`config.mk`:
```
export PLATFORM = sky130hd
export DESIGN_NAME = rr_outport_sched
export DESIGN_NICKNAME = d
export VERILOG_FILES = /design/src/rtl/rr_outport_sched.sv
export SDC_FILE = /design/constraint.sdc
export NUM_CORES = 1
export LEC_CHECK = 0
export ABC_CLOCK_PERIOD_IN_PS = 4340
export CORE_UTILIZATION = 40
export CTS_CLUSTER_DIAMETER = 200
export DETAILED_ROUTE_END_ITERATION = 6
export GPL_TIMING_DRIVEN = 0
export SLEW_MARGIN = 10
export SYNTH_ARGS = -nofsm -noshare
export SYNTH_HDL_FRONTEND = slang
export SYNTH_SLANG_ARGS = --single-unit
```
`constraint.sdc`:
```
create_clock -name clk_i -period 4.34 [get_ports clk_i]
set_input_delay 0.434 -clock clk_i [delete_from_list [all_inputs] [get_ports clk_i]]
set_output_delay 0.434 -clock clk_i [all_outputs]
set_load 0.005 [all_outputs]
```
`src/rtl/rr_outport_sched.sv`:
```
// Output-port switch scheduler: round-robin arbitration among NR inputs with
// wormhole packet locking and credit-based flow control toward the downstream buffer.
module rr_outport_sched #(
  parameter int unsigned NR       = 5,
  parameter int unsigned CRED_MAX = 4,
  parameter int unsigned CW       = $clog2(CRED_MAX + 1)
) (
  input  logic          clk_i,
  input  logic          rst_i,
  input  logic [NR-1:0] req_i,
  input  logic [NR-1:0] tail_i,
  input  logic          credit_in_i,
  output logic [NR-1:0] grt_o,
  output logic          flit_vld_o,
  output logic          busy_o,
  output logic [CW-1:0] credit_cnt_o,
  output logic          cred_err_o
);

  localparam int unsigned OW = (NR > 1) ? $clog2(NR) : 1;

  typedef enum logic {
    IDLE   = 1'b0,
    LOCKED = 1'b1
  } state_e;

  state_e        state_q;
  logic [OW-1:0] owner_q;
  logic [OW-1:0] ptr_q;
  logic          busy_q;
  logic [CW-1:0] cnt_q, cnt_d;
  logic          err_q, err_d;

  logic [OW-1:0] win;
  logic          xfer;
  logic          tail_w;

  function automatic logic [OW-1:0] next_idx(input logic [OW-1:0] w);
    return (w == OW'(NR - 1)) ? '0 : w + OW'(1);
  endfunction

  // Grant is combinational from the registered count, so a same-cycle credit
  // pulse never enables a grant; reset masks the grant immediately.
  always_comb begin
    int unsigned idx;
    win  = '0;
    xfer = 1'b0;
    idx  = 0;
    if (!rst_i && cnt_q != '0) begin
      if (state_q == LOCKED) begin
        win  = owner_q;
        xfer = req_i[owner_q];
      end else begin
        for (int unsigned k = 0; k < NR; k++) begin
          idx = int'(ptr_q) + k;
          if (idx >= NR) idx = idx - NR;
          if (!xfer && req_i[OW'(idx)]) begin
            xfer = 1'b1;
            win  = OW'(idx);
          end
        end
      end
    end
  end

  assign tail_w     = tail_i[win];
  assign grt_o      = xfer ? (NR'(1) << win) : '0;
  assign flit_vld_o = xfer;

  always_comb begin
    cnt_d = cnt_q;
    err_d = err_q;
    if (xfer && !credit_in_i) begin
      cnt_d = cnt_q - CW'(1);
    end else if (credit_in_i && !xfer) begin
      if (cnt_q == CW'(CRED_MAX)) err_d = 1'b1;
      else                        cnt_d = cnt_q + CW'(1);
    end
  end

  always_ff @(posedge clk_i or posedge rst_i) begin
    if (rst_i) begin
      state_q <= IDLE;
      owner_q <= '0;
      ptr_q   <= '0;
      busy_q  <= 1'b0;
      cnt_q   <= CW'(CRED_MAX);
      err_q   <= 1'b0;
    end else begin
      cnt_q <= cnt_d;
      err_q <= err_d;
      case (state_q)
        IDLE: begin
          if (xfer) begin
            if (tail_w) begin
              ptr_q <= next_idx(win);
            end else begin
              state_q <= LOCKED;
              owner_q <= win;
              busy_q  <= 1'b1;
            end
          end
        end
        LOCKED: begin
          if (xfer && tail_w) begin
            state_q <= IDLE;
            busy_q  <= 1'b0;
            ptr_q   <= next_idx(owner_q);
          end
        end
        default: begin
          state_q <= IDLE;
          busy_q  <= 1'b0;
        end
      endcase
    end
  end

  assign busy_o       = busy_q;
  assign credit_cnt_o = cnt_q;
  assign cred_err_o   = err_q;

endmodule

```
==> results of run 1 <==
## flip-flops by register name (all words and copies together), names as in the netlist, named ones only
name	cells
busy_o	1
ptr_q	3
credit_cnt_o	3
cred_err_o	1
owner_q	3
## path summary, 6_finish.rpt
check,slack [ns],endpoint,from,depth (start not counted)
worst min-delay path,0.48,cred_err_o$_DFFE_PP0P_,cred_err_o$_DFFE_PP0P_,1
max in group asynchronous,3.44,ptr_q[0]$_DFFE_PP0P_,rst_i,2
worst max-delay path,0.09,grt_o[0],ptr_q[0]$_DFFE_PP0P_,17
min in group asynchronous,0.54,owner_q[1]$_DFFE_PP0P_,rst_i,2
worst min register to register,0.48,cred_err_o$_DFFE_PP0P_,cred_err_o$_DFFE_PP0P_,1
worst max register to register,0.38,credit_cnt_o[2]$_DFFE_PP1P_,ptr_q[0]$_DFFE_PP0P_,18
## cell type report
cell class / count / area share, %
Tap cell: 70 / 2.90
Timing Repair Buffer: 46 / 13.6
Multi-Input combinational cell: 226 / 65.7
Buffer: 10 / 2.81
Clock buffer: 4 / 1.82
Sequential cell: 12 / 10.1
Inverter: 21 / 3.06
## cell usage after synthesis, drive strengths merged (3+ instances only)
master,instances,area share (%)
nand2,11,1.9
a31o,4,2.0
nor4b,3,2.2
nor3,7,1.6
xnor2,6,2.7
nand4,5,2.1
and2,6,1.8
o2111ai,4,1.6
mux2i,11,5.0
a21oi,14,3.2
clkbuf,3,0.51
inv,20,3.4
mux2,5,2.9
o211ai,4,2.4
a211oi,10,3.6
nand3,12,2.7
nand2b,8,2.4
nor2b,3,0.85
and3,7,2.0
buf,7,2.1
dfrtp,11,12
o21ai,10,2.3
o22ai,3,1.5
or3,3,1.1
ha,17,9.6
a31oi,7,2.3
o21a,5,1.7
a21o,3,1.0
nor2,23,4.0
## kinds of logic after synthesis
logic type                 after synthesis  share of synthesized area [%]
and+or+nand+nor                         99                           27.1
AOI/OAI and AO/OA                       84                           29.7
buffers and inverters                   31                           6.17
adders and majority gates               19                           11.4
muxes                                   17                           8.89
DFF                                     12                           13.6
xor gates and xnor gates                 7                           3.11
## metal layers
layer / wire length (microns) / share of wire, % / GRT usage (%)
met2: 3230 / 48 / 39.0
met4: 193 / 2.9 / 9.81
met1: 3060 / 46 / 30.5
met3: 219 / 3.3 / 0.719
met5: 0 / 0 / 0
## repair_timing
| action | CTS | global route |
|---|---|---|
| pin swaps | 12 | 8 |
| buffers inserted | 19 | 5 |
| endpoints found under the setup margin | 16 | 6 |
| hold endpoints to repair | 0 | 0 |
| gates resized for setup | 53 | 13 |
## through the flow
| stage | utilization [%] | setup WS [ns] | area, sq um | hold slack, ns |
|---|---|---|---|---|
| after floorplan | - | 0.256 | 2210 | 0.298 |
| after CTS | 56.0 | 0.0199 | 2920 | 0.492 |
| after detailed placement | 48.4 | -0.813 | 2520 | 0.470 |
| after global routing | 58.1 | -0.0129 | 3020 | 0.510 |
| after global placement | 48.4 | -0.775 | 2520 | 0.469 |
| final | 58.1 | 0.0904 | 3020 | 0.483 |
## placed cells by master, fill, tap and decap left out, drive strengths merged, types with 3 or more instances in the layout
cell type / instances
buf: 31
nor2b: 3
mux2: 5
xnor2: 6
nor4b: 3
a211oi: 10
dlygate4sd2: 4
ha: 17
nand2: 11
a31o: 4
o21a: 5
a21oi: 14
a21o: 3
clkbuf: 7
a31oi: 7
o2111ai: 4
o21ai: 10
nand2b: 8
o22ai: 3
mux2i: 11
clkdlybuf4s50: 17
or3: 3
nor2: 23
and2: 6
inv: 19
nor3: 7
nand4: 5
dfrtp: 11
and3: 7
nand3: 12
o211ai: 4
==> impl_summary.txt, run 1 <==
----------------------------------------------------
[Floorplan]
  Total Die Area ... 5830 sq um
  Core Region ... 5200 sq um
  # IOs ... 24
  Starting utilization of the core area ... 42.5%
  Std-Cell Rows ... 26
  DIE WIDTH ... about 76 microns
  Die Span Y ... between 70 and 80 microns

[Synth]
  Yosys reg bits ... 12
  Dominant synthesized flop cell ... sky130_fd_sc_hd__dfrtp_1
  Share of synthesized area occupied by flip-flops and latches ... between 10% and 20%
  Warnings from Yosys ... 0
  Mapped Area ... around 2200 sq um
  Mapped Nets ... 301
  Mapped Cells ... 269
  Number of distinct library cells after synthesis ... just over 80
  Share of synthesized flip-flops with an asynchronous set or reset ... 100%
  Number of enable flip-flop cells after synthesis ... 0
  Synthesized area per cell ... 8.22 sq um

[Clock tree]
  Worst skew pair latency ... around 0.25 ns
  Clock sink count ... 12
  Root cell of the clock tree ... sky130_fd_sc_hd__clkbuf_8
  Hold Buf Count CTS ... 0
  Total clock buffers created by CTS ... 3
  Total number of H-tree levels ... 1
  Clock tree buffer depth ... 2
  Clock-pin slew reported for the worst setup and hold paths after clock tree synthesis ... about 0.05 ns
  TritonCTS clock tree ... yes

[Detailed routing]
  Antenna-violating nets left ... 0
  Number of iterations in the first detailed-routing pass ... 4
  WL final ... 6700 microns
  DRC ... 0
  Wire length per cell after detailed routing ... roughly 17 microns
  Via density per instance ... roughly 5.9
  Iteration-0 DRC count of the detailed router ... about 170
  Routed vias ... about 2,300

[Placed design]
  Gpl congestion ... around 0.86
  Placed instance count ... approximately 360
  Hpwl dp ... about 4700 microns
  # port buffers ... 22

[Final layout]
  Number of fill cells in the layout ... a little under 500
  Area of the multi-input gates ... ~2000 sq um
  Net count of the finished layout ... approximately 350
  Relative area change from synthesis to final layout ... 36.7%
  Post-route non-filler standard cell count ... 389
  Diodes inserted ... 0
  Register area ... 305 sq um
  Ratio of cells with drive above 1 in the final layout ... a little under a third

[Critical path]
  Largest stage delay on the critical path ... approximately 0.43 ns
  Critical Path Most Common Cell ... sky130_fd_sc_hd__ha_2
  Crit end category ... output pin
  Max FO, Critical Path ... 5
  Library cell contributing the largest single delay on the critical path ... sky130_fd_sc_hd__dfrtp_2
  Path type of the worst setup path ... reg -> out
  Worst endpoint required time ... ~3.9 ns
  Count of buffering cells on the critical path with inverters included ... 6
  Kind of start point of the critical path ... flip-flop
  Cells traversed along the worst timing path ... buf_8 > inv_8 > ha_2 > inv_1 > fa_2 > nor2_4 > mux2i_4 > mux2_4 > o22a_4 > nand4b_1 > o2111ai_2 > and2_4 > buf_12 > inv_4 > ha_2 > and3_1 > dlygate4sd2_1
  Cell family with the largest share of critical-path delay ... simple AND/OR/NAND/NOR gates
  Arrival time at the worst endpoint ... 3.82 ns

[Timing]
  Highest Clock Rate ... 235 MHz
  Max transition margin ... 67.5%
  Final hold vios ... 0
  Final setup skew ... between 0.005 and 0.006 ns
  Slew @ Worst Pin ... 0.486 ns
  Max-slew violation count ... 0
  Unrepaired setup endpoints after global routing ... yes
  Final Setup Violations ... 0
  Total Negative Setup Slacks ... 0 ns
  Min cycle time layout ... between 4 and 5 ns
  Share of the cycle needed by the critical path after routing ... a little over nine tenths

[Run status]
  Status ... finished clean

[Global route]
  Wire length of the first global-routing pass ... between 10,000 and 15,000 microns
  Initial antenna violation count ... 0
  Vias in the first global route ... around 2,200
  Remaining global-route overflow ... 0
  Largest net degree at the start of global routing ... 13
  Global Route Usage Sum ... between 20% and 30%

[Min path]
  Min-delay worst type ... reg -> reg

[Run]
  Max-Cap Viols ... 0

----------------------------------------------------
Power of run 1 is left out: the tool's default activity adds up to more than one toggle a clock period on the data nets, which glitch-free logic cannot reach.
==> inputs of run 2 (changes only) <==
CTS_CLUSTER_DIAMETER = default   (was 200)
GPL_ROUTABILITY_DRIVEN = 0   (was default)
==> results of run 2 <==
The final DEF is identical to that of run 1; final timing and power are the same.
Power of run 2 is left out for the same reason.
